==> config.mk <==
export PLATFORM = sky130hd
export DESIGN_NAME = fsmd_seq_dp
export DESIGN_NICKNAME = d
export VERILOG_FILES = /design/src/rtl/fsmd_seq_dp.sv
export SDC_FILE = /design/constraint.sdc
export NUM_CORES = 1
export LEC_CHECK = 0
export ABC_AREA = 0
export ABC_CLOCK_PERIOD_IN_PS = 5670
export BUFFER_PORTS_ARGS = -buffer_cell sky130_fd_sc_hd__buf_2
export CAP_MARGIN = 20
export CORE_MARGIN = 1
export CORE_UTILIZATION = 50
export DETAILED_ROUTE_END_ITERATION = 8
export PLACE_DENSITY = 0.68
export SYNTH_ARGS = -nofsm -noshare
export SYNTH_HDL_FRONTEND = slang
export SYNTH_SLANG_ARGS = --single-unit
==> constraint.sdc <==
create_clock -name clock -period 5.67 [get_ports clock]
set_clock_uncertainty 0.2 [all_clocks]
set_input_delay 0.567 -clock clock [delete_from_list [all_inputs] [get_ports clock]]
set_output_delay 0.567 -clock clock [all_outputs]
set_load 0.1 [all_outputs]
==> src/rtl/fsmd_seq_dp.sv <==
// ============================================================================
// Module   : fsmd_seq_dp
// Purpose  : Six-state FSM with datapath computing
//              y1 = (a+b+c)*e   and   y2 = (a+b+c)*(c+d)
//            over three shared internal registers R1/R2/R3.
// Ports    : clock, reset (async, active-high), start,
//            a..e   [WIDTH-1:0] operands, captured on the accept edge,
//            busy, done (1-cycle pulse), y1/y2 [OUT_W-1:0], ovf, state[2:0].
// Macro    : FSMD_SAT_EN - when defined, results saturate to 2^OUT_W-1 and
//            ovf reports it; otherwise results wrap modulo 2^OUT_W, ovf = 0.
// Revision : 1.0 - initial release
// ============================================================================
`default_nettype none

module fsmd_seq_dp #(
  parameter int WIDTH = 4,
  parameter int OUT_W = 2*WIDTH+3
) (
  input  logic             clock,
  input  logic             reset,
  input  logic             start,
  input  logic [WIDTH-1:0] a,
  input  logic [WIDTH-1:0] b,
  input  logic [WIDTH-1:0] c,
  input  logic [WIDTH-1:0] d,
  input  logic [WIDTH-1:0] e,
  output logic             busy,
  output logic             done,
  output logic [OUT_W-1:0] y1,
  output logic [OUT_W-1:0] y2,
  output logic             ovf,
  output logic [2:0]       state
);

  localparam int RW = 2*WIDTH+3;   // internal register width, never overflows
  localparam int PW = 2*RW;        // full product width for the y1 multiply

  localparam logic [2:0] S_IDLE = 3'd0;
  localparam logic [2:0] S_ADD1 = 3'd1;
  localparam logic [2:0] S_ADD2 = 3'd2;
  localparam logic [2:0] S_ADD3 = 3'd3;
  localparam logic [2:0] S_MUL1 = 3'd4;
  localparam logic [2:0] S_MUL2 = 3'd5;

  logic [2:0]       state_q, state_d;
  logic [RW-1:0]    r1_q, r1_d, r2_q, r2_d, r3_q, r3_d;
  logic [WIDTH-1:0] hb_q, hb_d, hd_q, hd_d, he_q, he_d;
  logic             busy_q, busy_d, done_q, done_d;
  logic [OUT_W-1:0] y1_q, y1_d, y2_q, y2_d;
  logic [OUT_W-1:0] y1_res, y2_res;

  // Result width adaptation applied at the MUL2 load.
`ifdef FSMD_SAT_EN
  logic [PW-1:0] p13;
  logic          sat1, sat2;
  logic          ovf_q, ovf_d;

  assign p13    = PW'(r1_q) * PW'(r3_q);
  assign sat1   = (p13 >> OUT_W) != '0;
  assign sat2   = (r2_q >> OUT_W) != '0;
  assign y1_res = sat1 ? {OUT_W{1'b1}} : p13[OUT_W-1:0];
  assign y2_res = sat2 ? {OUT_W{1'b1}} : r2_q[OUT_W-1:0];
  assign ovf    = ovf_q;
`else
  // Low bits of a product do not depend on the upper operand bits, so an
  // OUT_W-wide product is exactly the modulo-2^OUT_W result.
  assign y1_res = OUT_W'(r1_q * r3_q);
  assign y2_res = r2_q[OUT_W-1:0];
  assign ovf    = 1'b0;
`endif

  // State register
  always_ff @(posedge clock or posedge reset) begin
    if (reset) state_q <= S_IDLE;
    else       state_q <= state_d;
  end

  // Next-state logic; unused codes 6/7 fall back to IDLE.
  always_comb begin
    state_d = S_IDLE;
    case (state_q)
      S_IDLE:  state_d = start ? S_ADD1 : S_IDLE;
      S_ADD1:  state_d = S_ADD2;
      S_ADD2:  state_d = S_ADD3;
      S_ADD3:  state_d = S_MUL1;
      S_MUL1:  state_d = S_MUL2;
      S_MUL2:  state_d = S_IDLE;
      default: state_d = S_IDLE;
    endcase
  end

  // Datapath / output next values. Everything holds by default, so the
  // illegal codes and idle-without-start leave all registers untouched.
  always_comb begin
    r1_d   = r1_q;
    r2_d   = r2_q;
    r3_d   = r3_q;
    hb_d   = hb_q;
    hd_d   = hd_q;
    he_d   = he_q;
    busy_d = busy_q;
    done_d = 1'b0;
    y1_d   = y1_q;
    y2_d   = y2_q;
`ifdef FSMD_SAT_EN
    ovf_d  = ovf_q;
`endif
    case (state_q)
      S_IDLE: begin
        if (start) begin
          r1_d   = RW'(a);
          r2_d   = RW'(c);
          hb_d   = b;
          hd_d   = d;
          he_d   = e;
          busy_d = 1'b1;
        end
      end
      S_ADD1: begin            // R1 = a+c, R3 = d
        r1_d = r1_q + r2_q;
        r3_d = RW'(hd_q);
      end
      S_ADD2: begin            // R2 = c+d, R3 = b
        r2_d = r2_q + r3_q;
        r3_d = RW'(hb_q);
      end
      S_ADD3: begin            // R1 = a+b+c, R3 = e
        r1_d = r1_q + r3_q;
        r3_d = RW'(he_q);
      end
      S_MUL1: begin            // R2 = (a+b+c)*(c+d); fits RW bits exactly
        r2_d = r1_q * r2_q;
      end
      S_MUL2: begin
        y1_d   = y1_res;
        y2_d   = y2_res;
        done_d = 1'b1;
        busy_d = 1'b0;
`ifdef FSMD_SAT_EN
        ovf_d  = sat1 | sat2;
`endif
      end
      default: ;
    endcase
  end

  // Datapath registers
  always_ff @(posedge clock or posedge reset) begin
    if (reset) begin
      r1_q   <= '0;
      r2_q   <= '0;
      r3_q   <= '0;
      hb_q   <= '0;
      hd_q   <= '0;
      he_q   <= '0;
      busy_q <= 1'b0;
      done_q <= 1'b0;
      y1_q   <= '0;
      y2_q   <= '0;
`ifdef FSMD_SAT_EN
      ovf_q  <= 1'b0;
`endif
    end else begin
      r1_q   <= r1_d;
      r2_q   <= r2_d;
      r3_q   <= r3_d;
      hb_q   <= hb_d;
      hd_q   <= hd_d;
      he_q   <= he_d;
      busy_q <= busy_d;
      done_q <= done_d;
      y1_q   <= y1_d;
      y2_q   <= y2_d;
`ifdef FSMD_SAT_EN
      ovf_q  <= ovf_d;
`endif
    end
  end

  assign busy  = busy_q;
  assign done  = done_q;
  assign y1    = y1_q;
  assign y2    = y2_q;
  assign state = state_q;

endmodule

`default_nettype wire
After elaboration in Yosys (flattened, before gate mapping). Index checks and enable logic that the tools add are counted.

Register bits after elaboration: 72. Input port bits: 23.

Add/subtract/negate cells: 3. Multipliers: 2. Equality and inequality tests: 6. Mux-type cells: 10. Reductions and logical operators: 9.

Operators with widths (count): one-hot mux 11 bit (3 select lines) (3); adder 11 bit (3); multiplier 11 x 11 -> 11 bit (2); 2-to-1 mux 11 bit (2); one-hot mux 3 bit (5 select lines) (1); nonzero test 3 bit (3); AND reduction 2 bit (4); equality test 3 x 2 -> 1 bit (second input constant) (2); equality test 3 bit (second input constant) (2); equality test 3 x 1 -> 1 bit (second input constant) (1); zero test 3 bit (1); 2-to-1 mux 1 bit (3); inequality test 2 bit (second input constant) (1); one-hot mux 1 bit (2 select lines) (1); nonzero test 2 bit (1).

Depth between registers and ports, before layout. Gate-level depths: netlist of the first run.

Word-level depth: 3. Gate-level depth with buffers: 18. Mapped depth without buffers: 17.

Worst setup path after synthesis of the first run. OpenSTA, ideal clock, no wires.

Kind: flip-flop to flip-flop. Start: register r2_q[4]. End: register r2_q[10]. Data arrival time: 4.403 ns. Required time: 5.331 ns. Path slack: 0.928 ns. Stages on the path, launching flop included: 16. Buffers on the path: 1. Cell sequence: dfrtp_1 clkbuf_1 nand2_1 fa_1 inv_1 fa_1 fa_1 fa_1 inv_1 fa_1 inv_1 ha_1 or4_1 a31oi_1 xnor2_1 o221ai_1.

Cells in the longest elaborated chain, start to end: 2.

RTL lines: start, declared (line 46) `logic [RW-1:0] r1_q, r1_d, r2_q, r2_d, r3_q, r3_d;`; start signal, assigned (line 165) `r2_q <= r2_d;`; multiplier 11 x 11 -> 11 bit / adder 11 bit (equally long branches) (line 132, 124); one-hot mux 11 bit (3 select lines) * (line 108) `case (state_q)`.

Every way passes the cells marked *; elsewhere a longest branch is shown, timed or not. A chain may end at the register's enable or synchronous reset.

Worst setup path in the final report of the first run. Same ends and word-level chain as after synthesis.

==> summary.txt, run 1 <==
Floorplan
  – I/O Pins: 51
  – Die H: about 110 um
  – Die X: 115 um
  – Row cnt: 40
  – DIE AREA: ~13,000 um^2
  – Starting density of the core: between 50% and 60%
  – CORE AREA: between 10,000 and 15,000 um^2

Yosys
  – Ys async rst share: 100%
  – Synthesized area: roughly 6400 um^2
  – EDFF count, synth: 0
  – Post-synth top cells: nand2_1 (155), ha_1 (75), inv_1 (72), and2_1 (68), dfrtp_1 (65)
  – Mapped Cells: about 730
  – Yosys top cell area share: about a quarter
  – Mean area per synthesized cell: about 9 um^2
  – Most common cell in the netlist: nand2_1
  – YS warnings: 0
  – Number of synthesized register bits: 65
  – Largest cells by area after synthesis: dfrtp_1 (26%), ha_1 (15%), fa_1 (14%)
  – Ys flop type: dfrtp_1
  – Syn nets: 870
  – Synth cell types: 51
  – Post-synthesis sequential area ratio: between 20% and 30%
  – Yosys top cell by area: dfrtp_1

STA
  – Relative slew margins: 41.1%
  – Worst-Margin Slew: around 0.88 ns
  – Fmax: approximately 0.20 GHz
  – Min Clock Period, post-route: 4.98 ns
  – Crit share post-route: between 80 and 90%
  – Final Hold Fails: 0
  – Hold WS: 0.219 ns
  – Slew Viols, Final: 0
  – Final setup violation count: 0
  – RSZ-0062 raised after global routing: no
  – Setup TNS: 0 ns

Route
  – Total Wirelength: around 15,000 um
  – Drt initial violations: about 270
  – Antenna-violating nets left: 0
  – Post-DR vias/cell: 5.29
  – DRC errors left: 0
  – Via count: roughly 5,000
  – 1st-pass router iterations: 5
  – Routed wire per std cell: roughly 16 um

Worst hold path
  – Worst hold-check path type: primary input to flip-flop

Worst setup path
  – CP most frequent cell: fa_1
  – CP Capture Type: flip-flop
  – Worst path max stage delay: around 0.6 ns
  – Worst setup SP type: flip-flop
  – WP buf/inv: 3
  – Critical path arrival: 4.99 ns
  – Critical Path RT: 5.68 ns
  – CP Cell Sequence: nand2_1 -> fa_1 -> inv_1 -> fa_1 -> fa_1 -> fa_1 -> inv_1 -> fa_1 -> inv_1 -> ha_1 -> or4_1 -> a31oi_1 -> xnor2_1 -> o221ai_1
  – Critical path type: flip-flop to flip-flop
  – Maximum fanout along the worst path: 13
  – Slowest CP cell: dfrtp_1
  – Cell family with most CP delay: adder cells

Finish
  – Share of layout cells above drive strength 1: 11.4%
  – Synth-to-layout area growth: 10.8%
  – Filler Cell Count: 1,123
  – Area of the multi-input gates: roughly 4300 um^2
  – Sequential cell area: 1630 um^2
  – Antenna cell count: 0
  – Final net count: 902

Placed design
  – Port bufs: 49
  – HPWL Detailed: 11,400 um
  – Routability Congestion: 0.848

Clocking
  – TritonCTS clock tree: yes
  – Worst-Skew Late Latency: 0.35 ns
  – Longest Clk Path Bufs: 2
  – CTS Buf Count: 9
  – Num Clock Sinks: 65
  – Root Buffer: clkbuf_16
  – Post-CTS setup repair buffer count: 0
  – Cts repair resizes: 0
  – CTS clk-pin slew, worst paths: approximately 0.070 ns
  – H-tree depth: 3
  – CTS Hold Bufs: 0

Global route
  – Gr ovfl total: 0
  – Initial antenna violation count: 0
  – GRT Total Usage: 25.5%
  – Largest net degree at the start of global routing: 66
  – Number of global-route vias before repair: 5,267
  – First-pass GRT wire length: roughly 26,000 um

Status
  – Status: finished clean

Run
  – MaxCap Viol Count: 0
## routing by layer
layer / vias up / share of wire (%) / wire [um] / GRT usage (%)
met2: 114 / 48 / 7330 / 43.5
met5: - / 0 / 0 / 0
li1: 2403 / - / - / -
met4: 0 / 2.0 / 306 / 7.97
met1: 2388 / 45 / 6900 / 33.1
met3: 18 / 5.0 / 768 / 4.48
## final timing paths
kind	from	end	slack, ns	cells after the start
worst max-delay path	r2_q[4]$_DFFE_PP0P_	r2_q[10]$_DFFE_PP0P_	0.69	14
worst max register to register	r2_q[4]$_DFFE_PP0P_	r2_q[10]$_DFFE_PP0P_	0.69	14
min in group asynchronous	reset	he_q[3]$_DFFE_PP0P_	0.30	3
worst min-delay path	b[3]	hb_q[3]$_DFFE_PP0P_	0.22	3
worst min register to register	y1[3]$_DFFE_PP0P_	y1[3]$_DFFE_PP0P_	0.27	2
max in group asynchronous	reset	y2[1]$_DFFE_PP0P_	4.40	3
## layout make-up
cell class / instances / area share, %
inverter: 73 / 3.88
clock inverter: 6 / 1.31
tap: 168 / 2.98
timing repair buffer: 56 / 4.22
clock buffer: 9 / 3.19
sequential: 65 / 23.0
multi-input combinational: 554 / 61.4
## cells in the final DEF, fill, tap and decap left out, types with 15 or more instances in the layout
| cell type | count |
|---|---|
| inv_1 | 71 |
| and2_1 | 68 |
| a21oi_1 | 15 |
| buf_2 | 49 |
| dfrtp_1 | 65 |
| nand2_1 | 155 |
| ha_1 | 75 |
| fa_1 | 45 |
| o21ai_0 | 31 |
| xor2_1 | 17 |
| nor2_1 | 18 |
| xnor2_1 | 33 |
## through the flow
step	cell area (um^2)	setup WS, ns	instances	util, %
global placement	6740	0.855	916	55.2
CTS	7060	0.688	931	57.8
finish	7060	0.691	931	57.8
floorplan	6370	0.928	727	-
detailed placement	6740	0.690	916	55.2
global route	7060	0.442	931	57.8
## kinds of logic (layout without fill, tap and decap cells)
family                   after synthesis  after routing  synth area share [%]
buffers and inverters                108            144                  6.48
AO/OA/AOI/OAI                         97             97                  10.2
multiplexers                           8              8                  1.41
AND/OR/NAND/NOR                      278            278                  20.6
XOR/XNOR                              50             50                  6.87
adder cells (fa/ha/maj)              120            120                  28.9
other                                  1              1                0.0588
flip-flops                            65             65                  25.5
## tightest hold or removal path, stage by stage
cell and delay (ns):
buf_2 0.07, nand2_1 0.04, nand2_1 0.04
## registers in the layout, summed over array words and instances (netlist names)
| name | flops |
|---|---|
| y2 | 11 |
| hb_q | 4 |
| r1_q | 11 |
| he_q | 4 |
| busy | 1 |
| y1 | 11 |
| state | 3 |
| hd_q | 4 |
| r3_q | 4 |
| done | 1 |
| r2_q | 11 |
Power of run 1 is left out: the tool's default activity adds up to more than one toggle a clock period on the data nets, which glitch-free logic cannot reach.
==> inputs of run 2 (changes only) <==
Settings changed: ABC_CLOCK_PERIOD_IN_PS 5670 to 5900.
Clock period 5.67 ns to 5.9 ns, I/O delays scaled along.
==> summary.txt, run 2 (synthesized netlist as in run 1, its figures left out) <==
Status
  – Status: finished clean (unchanged)

Route
  – Post-DR vias/cell: 5.32 (was 5.29)
  – 1st-pass router iterations: 7 (was 5)
  – Antenna-violating nets left: 0 (unchanged)
  – Via count: 4,943 (was 4,923)
  – Routed wire per std cell: 16.2 um (was 16.4 um)
  – Total Wirelength: 15,100 um (was 15,300 um)
  – DRC errors left: 0 (unchanged)
  – Drt initial violations: 239 (was 274)

Worst setup path
  – WP buf/inv: 3 (unchanged)
  – Worst setup SP type: flip-flop (unchanged)
  – Critical path arrival: 4.95 ns (was 4.99 ns)
  – Maximum fanout along the worst path: 14 (was 13)
  – Slowest CP cell: dfrtp_1 (unchanged)
  – Critical path type: flip-flop to flip-flop (unchanged)
  – Cell family with most CP delay: adder cells (unchanged)
  – CP most frequent cell: fa_1 (unchanged)
  – CP Capture Type: flip-flop (unchanged)
  – Critical Path RT: 5.89 ns (was 5.68 ns)
  – CP Cell Sequence: nand2_1 -> fa_1 -> inv_1 -> fa_1 -> fa_1 -> fa_1 -> inv_1 -> fa_1 -> inv_1 -> ha_1 -> or4_1 -> a31oi_1 -> xnor2_1 -> o221ai_1 (unchanged)
  – Worst path max stage delay: 0.60 ns (about the same)
  – Flop2flop setup slack: 0.94 ns (was 0.69 ns)

Run
  – MaxCap Viol Count: 0 (unchanged)

Placed design
  – Routability Congestion: 0.842 (was 0.848)
  – Post-DP Area: 6740 um^2 (about the same)
  – Port bufs: 49 (unchanged)
  – HPWL Detailed: 11,200 um (was 11,400 um)
  – Worst slack at placement: 0.917 ns (was 0.690 ns)

STA
  – Min Clock Period, post-route: 4.96 ns (was 4.98 ns)
  – Crit share post-route: 84.1% (was 87.8%)
  – Slew Viols, Final: 0 (unchanged)
  – Final setup violation count: 0 (unchanged)
  – Final Hold Fails: 0 (unchanged)
  – Final WS setup: 0.941 ns (was 0.691 ns)
  – Fmax: 0.202 GHz (was 0.201 GHz)
  – Worst-Margin Slew: 0.865 ns (was 0.884 ns)
  – Hold WS: 0.242 ns (was 0.219 ns)
  – RSZ-0062 raised after global routing: no (unchanged)
  – Relative slew margins: 42.3% (was 41.1%)
  – Setup TNS: 0 ns (unchanged)

Global route
  – Gr ovfl total: 0 (unchanged)
  – Number of global-route vias before repair: 5,251 (was 5,267)
  – Met1 Use GR: 33.7% (was 33.1%)
  – Met2 Usage GRT: 42.6% (was 43.5%)
  – Global route hottest layer: met2 (unchanged)
  – Largest net degree at the start of global routing: 66 (unchanged)
  – Met3 Resource Use GR: 3.27% (was 4.48%)
  – Initial antenna violation count: 0 (unchanged)
  – First-pass GRT wire length: 25,600 um (was 25,800 um)
  – GRT Total Usage: 25.2% (was 25.5%)

Finish
  – Antenna cell count: 0 (unchanged)
  – Filler Cell Count: 1,112 (was 1,123)
  – Post-route cell area: 7050 um^2 (was 7060 um^2)
  – Most frequent cells in the layout: nand2_1 (155), ha_1 (75), inv_1 (71), and2_1 (68), dfrtp_1 (65) (unchanged)
  – Share of layout cells above drive strength 1: 11.3% (was 11.4%)
  – Sequential cell area: 1630 um^2 (unchanged)
  – Synth-to-layout area growth: 10.7% (was 10.8%)
  – Area of the multi-input gates: 4330 um^2 (unchanged)
  – Most common cell after layout, fill and taps aside: nand2_1 (unchanged)
  – Final net count: 901 (was 902)

Worst hold path
  – Worst hold-check path type: primary input to flip-flop (unchanged)

Clocking
  – CTS Buf Count: 9 (unchanged)
  – CTS clk-pin slew, worst paths: 0.06 ns (was 0.07 ns)
  – Post-CTS setup repair buffer count: 0 (unchanged)
  – Num Clock Sinks: 65 (unchanged)
  – Worst-Skew Late Latency: 0.34 ns (was 0.35 ns)
  – Longest Clk Path Bufs: 2 (unchanged)
  – TritonCTS clock tree: yes (unchanged)
  – H-tree depth: 3 (unchanged)
  – Root Buffer: clkbuf_16 (unchanged)
  – CTS Hold Bufs: 0 (unchanged)
  – Cts repair resizes: 0 (unchanged)

Floorplan
  – CORE AREA: 12,200 um^2 (unchanged)
  – Starting density of the core: 52.2% (unchanged)
  – Row cnt: 40 (unchanged)
  – I/O Pins: 51 (unchanged)
  – Die H: 115 um (unchanged)
  – DIE AREA: 13,200 um^2 (unchanged)
  – Die X: 115 um (unchanged)
run 2: changes by cell type in the layout (fill, tap and decap cells not counted):
cell / delta
buf_4: -1
run 2: metrics by stage:
stage / cells / util [%]
3_5_place_dp: 915 / 55.2
6_report: 930 / 57.8
3_3_place_gp: 915 / 55.2
4_1_cts: 930 / 57.8
5_1_grt: 930 / 57.8
2_1_floorplan: 727 / -
run 2: area by class of cell:
cell class | count | area share, %
clock buffer | 9 | 3.19
inverter | 73 | 3.89
sequential | 65 | 23.1
timing repair buffer | 55 | 4.12
clock inverter | 6 | 1.31
tap | 168 | 2.98
multi-input combinational | 554 | 61.5
run 2: worst paths after layout:
path / endpoint / startpoint / cells after the start
min in group asynchronous: y1[4]$_DFFE_PP0P_ / reset / 3
worst max register to register: r2_q[10]$_DFFE_PP0P_ / r1_q[3]$_DFFE_PP0P_ / 14
worst max-delay path: r2_q[10]$_DFFE_PP0P_ / r1_q[3]$_DFFE_PP0P_ / 14
worst min-delay path: he_q[0]$_DFFE_PP0P_ / e[0] / 3
max in group asynchronous: y2[6]$_DFFE_PP0P_ / reset / 3
worst min register to register: he_q[0]$_DFFE_PP0P_ / he_q[0]$_DFFE_PP0P_ / 2
run 2: per-layer routing:
metal,part of all wire (%),vias to the layer above
met2,48,110
met4,1.6,0
met1,47,2421
li1,-,2394
met3,3.9,18
met5,0,-
run 2: worst min-delay path, cell delays in order:
cell and delay, ns:
buf_2 0.07, nand2_1 0.04, nand2_1 0.04
Power of run 2 is left out for the same reason.
==> inputs of run 3 (changes only) <==
Settings changed: ABC_CLOCK_PERIOD_IN_PS 5900 to 4600.
Clock period 5.9 ns to 4.6 ns, I/O delays scaled along.
==> summary.txt, run 3 (synthesized netlist as in run 1, its figures left out) <==
Floorplan
  – I/O Pins: 51 (unchanged)
  – Die X: 115 um (unchanged)
  – DIE AREA: 13,200 um^2 (unchanged)
  – Row cnt: 40 (unchanged)
  – Die H: 115 um (unchanged)
  – CORE AREA: 12,200 um^2 (unchanged)
  – Starting density of the core: 52.2% (unchanged)

Run
  – MaxCap Viol Count: 0 (unchanged)

Global route
  – GRT Total Usage: 26.1% (was 25.2%)
  – Gr ovfl total: 0 (unchanged)
  – Number of global-route vias before repair: 5,328 (was 5,251)
  – Largest net degree at the start of global routing: 46 (was 66)
  – Initial antenna violation count: 0 (unchanged)
  – First-pass GRT wire length: 26,300 um (was 25,600 um)

Clocking
  – CTS Buf Count: 9 (unchanged)
  – CTS clk-pin slew, worst paths: 0.06 ns (about the same)
  – Worst-Skew Late Latency: 0.33 ns (was 0.34 ns)
  – CTS Hold Bufs: 0 (unchanged)
  – TritonCTS clock tree: yes (unchanged)
  – Num Clock Sinks: 65 (unchanged)
  – Root Buffer: clkbuf_16 (unchanged)
  – Longest Clk Path Bufs: 2 (unchanged)
  – H-tree depth: 3 (unchanged)

Route
  – Post-DR vias/cell: 5.31 (was 5.32)
  – Drt initial violations: 347 (was 239)
  – Via count: 5,114 (was 4,943)
  – Antenna-violating nets left: 0 (unchanged)
  – DRC errors left: 0 (unchanged)
  – 1st-pass router iterations: 7 (unchanged)
  – Routed wire per std cell: 16.3 um (was 16.2 um)
  – Total Wirelength: 15,700 um (was 15,100 um)

Worst setup path
  – Slowest CP cell: fa_1 (was dfrtp_1)
  – Cell family with most CP delay: adder cells (unchanged)
  – CP most frequent cell: fa_1 (unchanged)
  – Critical path arrival: 4.56 ns (was 4.95 ns)
  – Worst path max stage delay: 0.51 ns (was 0.60 ns)
  – Maximum fanout along the worst path: 3 (was 14)
  – Critical Path RT: 4.57 ns (was 5.89 ns)
  – Critical path type: flip-flop to flip-flop (unchanged)
  – CP Cell Sequence: buf_6 -> nand2_1 -> fa_1 -> inv_2 -> fa_2 -> fa_1 -> fa_1 -> inv_2 -> fa_1 -> inv_1 -> ha_2 -> or4_1 -> a31oi_1 -> xnor2_1 -> o221ai_1 (was nand2_1 -> fa_1 -> inv_1 -> fa_1 -> fa_1 -> fa_1 -> inv_1 -> fa_1 -> inv_1 -> ha_1 -> or4_1 -> a31oi_1 -> xnor2_1 -> o221ai_1)
  – WP buf/inv: 4 (was 3)
  – CP Capture Type: flip-flop (unchanged)
  – Worst setup SP type: flip-flop (unchanged)

STA
  – Fmax: 0.218 GHz (was 0.202 GHz)
  – Final Hold Fails: 7 (was 0)
  – Setup TNS: 0 ns (unchanged)
  – Relative slew margins: 32.6% (was 42.3%)
  – RSZ-0062 raised after global routing: yes (was no)
  – Slew Viols, Final: 0 (unchanged)
  – Worst-Margin Slew: 1.01 ns (was 0.865 ns)
  – Crit share post-route: 99.6% (was 84.1%)
  – Hold WS: -0.00695 ns (was 0.242 ns)
  – Min Clock Period, post-route: 4.58 ns (was 4.96 ns)
  – Final setup violation count: 0 (unchanged)

Placed design
  – HPWL Detailed: 12,100 um (was 11,200 um)
  – Port bufs: 49 (unchanged)
  – Placed Cells: 937 (was 915)
  – Routability Congestion: 0.883 (was 0.842)

Finish
  – Most common cell after layout, fill and taps aside: nand2_1 (unchanged)
  – Final Non-Filler Cells: 963 (was 930)
  – Antenna cell count: 0 (unchanged)
  – Final net count: 934 (was 901)
  – Share of layout cells above drive strength 1: 19.2% (was 11.3%)
  – Synth-to-layout area growth: 16.7% (was 10.7%)
  – Most frequent cells in the layout: nand2_1 (149), and2_1 (67), ha_1 (66), inv_1 (65), dfrtp_1 (59) (was nand2_1 (155), ha_1 (75), inv_1 (71), and2_1 (68), dfrtp_1 (65))

Status
  – Status: finished, violations left (was finished clean)
  – Failing checks: hold timing

Worst hold path
  – Worst hold-check path type: primary input to asynchronous set/reset pin (was primary input to flip-flop)
-- run 3: cell types whose count changed in the layout (fill, tap and decap cells not counted), sizes merged --
cell / change
buf: +33
bufinv: -1
inv: -1
clkinv: +2
-- run 3: per-layer routing --
layer	global-route usage (%)	wire, um
met1	34.3	7040
met2	43.9	7580
met3	4.16	682
met4	9.26	356
met5	0	0
-- run 3: worst paths after layout --
path | start | to | slack, ns | cells past startpoint
max in group asynchronous | reset | hb_q[2]$_DFFE_PP0P_ | 3.50 | 3
worst min register to register | hd_q[0]$_DFFE_PP0P_ | hd_q[0]$_DFFE_PP0P_ | 0.27 | 2
worst max register to register | r1_q[4]$_DFFE_PP0P_ | r2_q[10]$_DFFE_PP0P_ | 0.02 | 15
worst min-delay path | reset | hd_q[0]$_DFFE_PP0P_ | -0.007 | 2
worst max-delay path | r1_q[4]$_DFFE_PP0P_ | r2_q[10]$_DFFE_PP0P_ | 0.02 | 15
min in group clock | e[1] | he_q[1]$_DFFE_PP0P_ | 0.12 | 3
-- run 3: layout make-up --
cell class / instances / area [um^2]
clock inverter: 6 / 60.1
clock buffer: 9 / 225
fill: 1090 / 4770
multi-input combinational: 554 / 4440
inverter: 73 / 274
timing repair buffer: 88 / 592
tap: 168 / 210
sequential: 65 / 1630
-- run 3: per-stage QoR --
step,instance area [um^2],util [%],setup WS (ns)
finish,7440,60.9,0.0177
global route,7440,60.9,-0.109
CTS,7360,60.2,0.00549
detailed placement,6920,56.7,-0.145
global placement,6920,56.7,-0.0401
floorplan,6420,-,0.0265
-- run 3: timing repair --
action / 4_1_cts / 5_1_grt
setup buffers: 9 / 0
gates resized for setup: 25 / 13
endpoints found under the setup margin: 2 / 2
pin swaps: 28 / 19
gates cloned: 0 / 0
Power of run 3 is left out for the same reason.
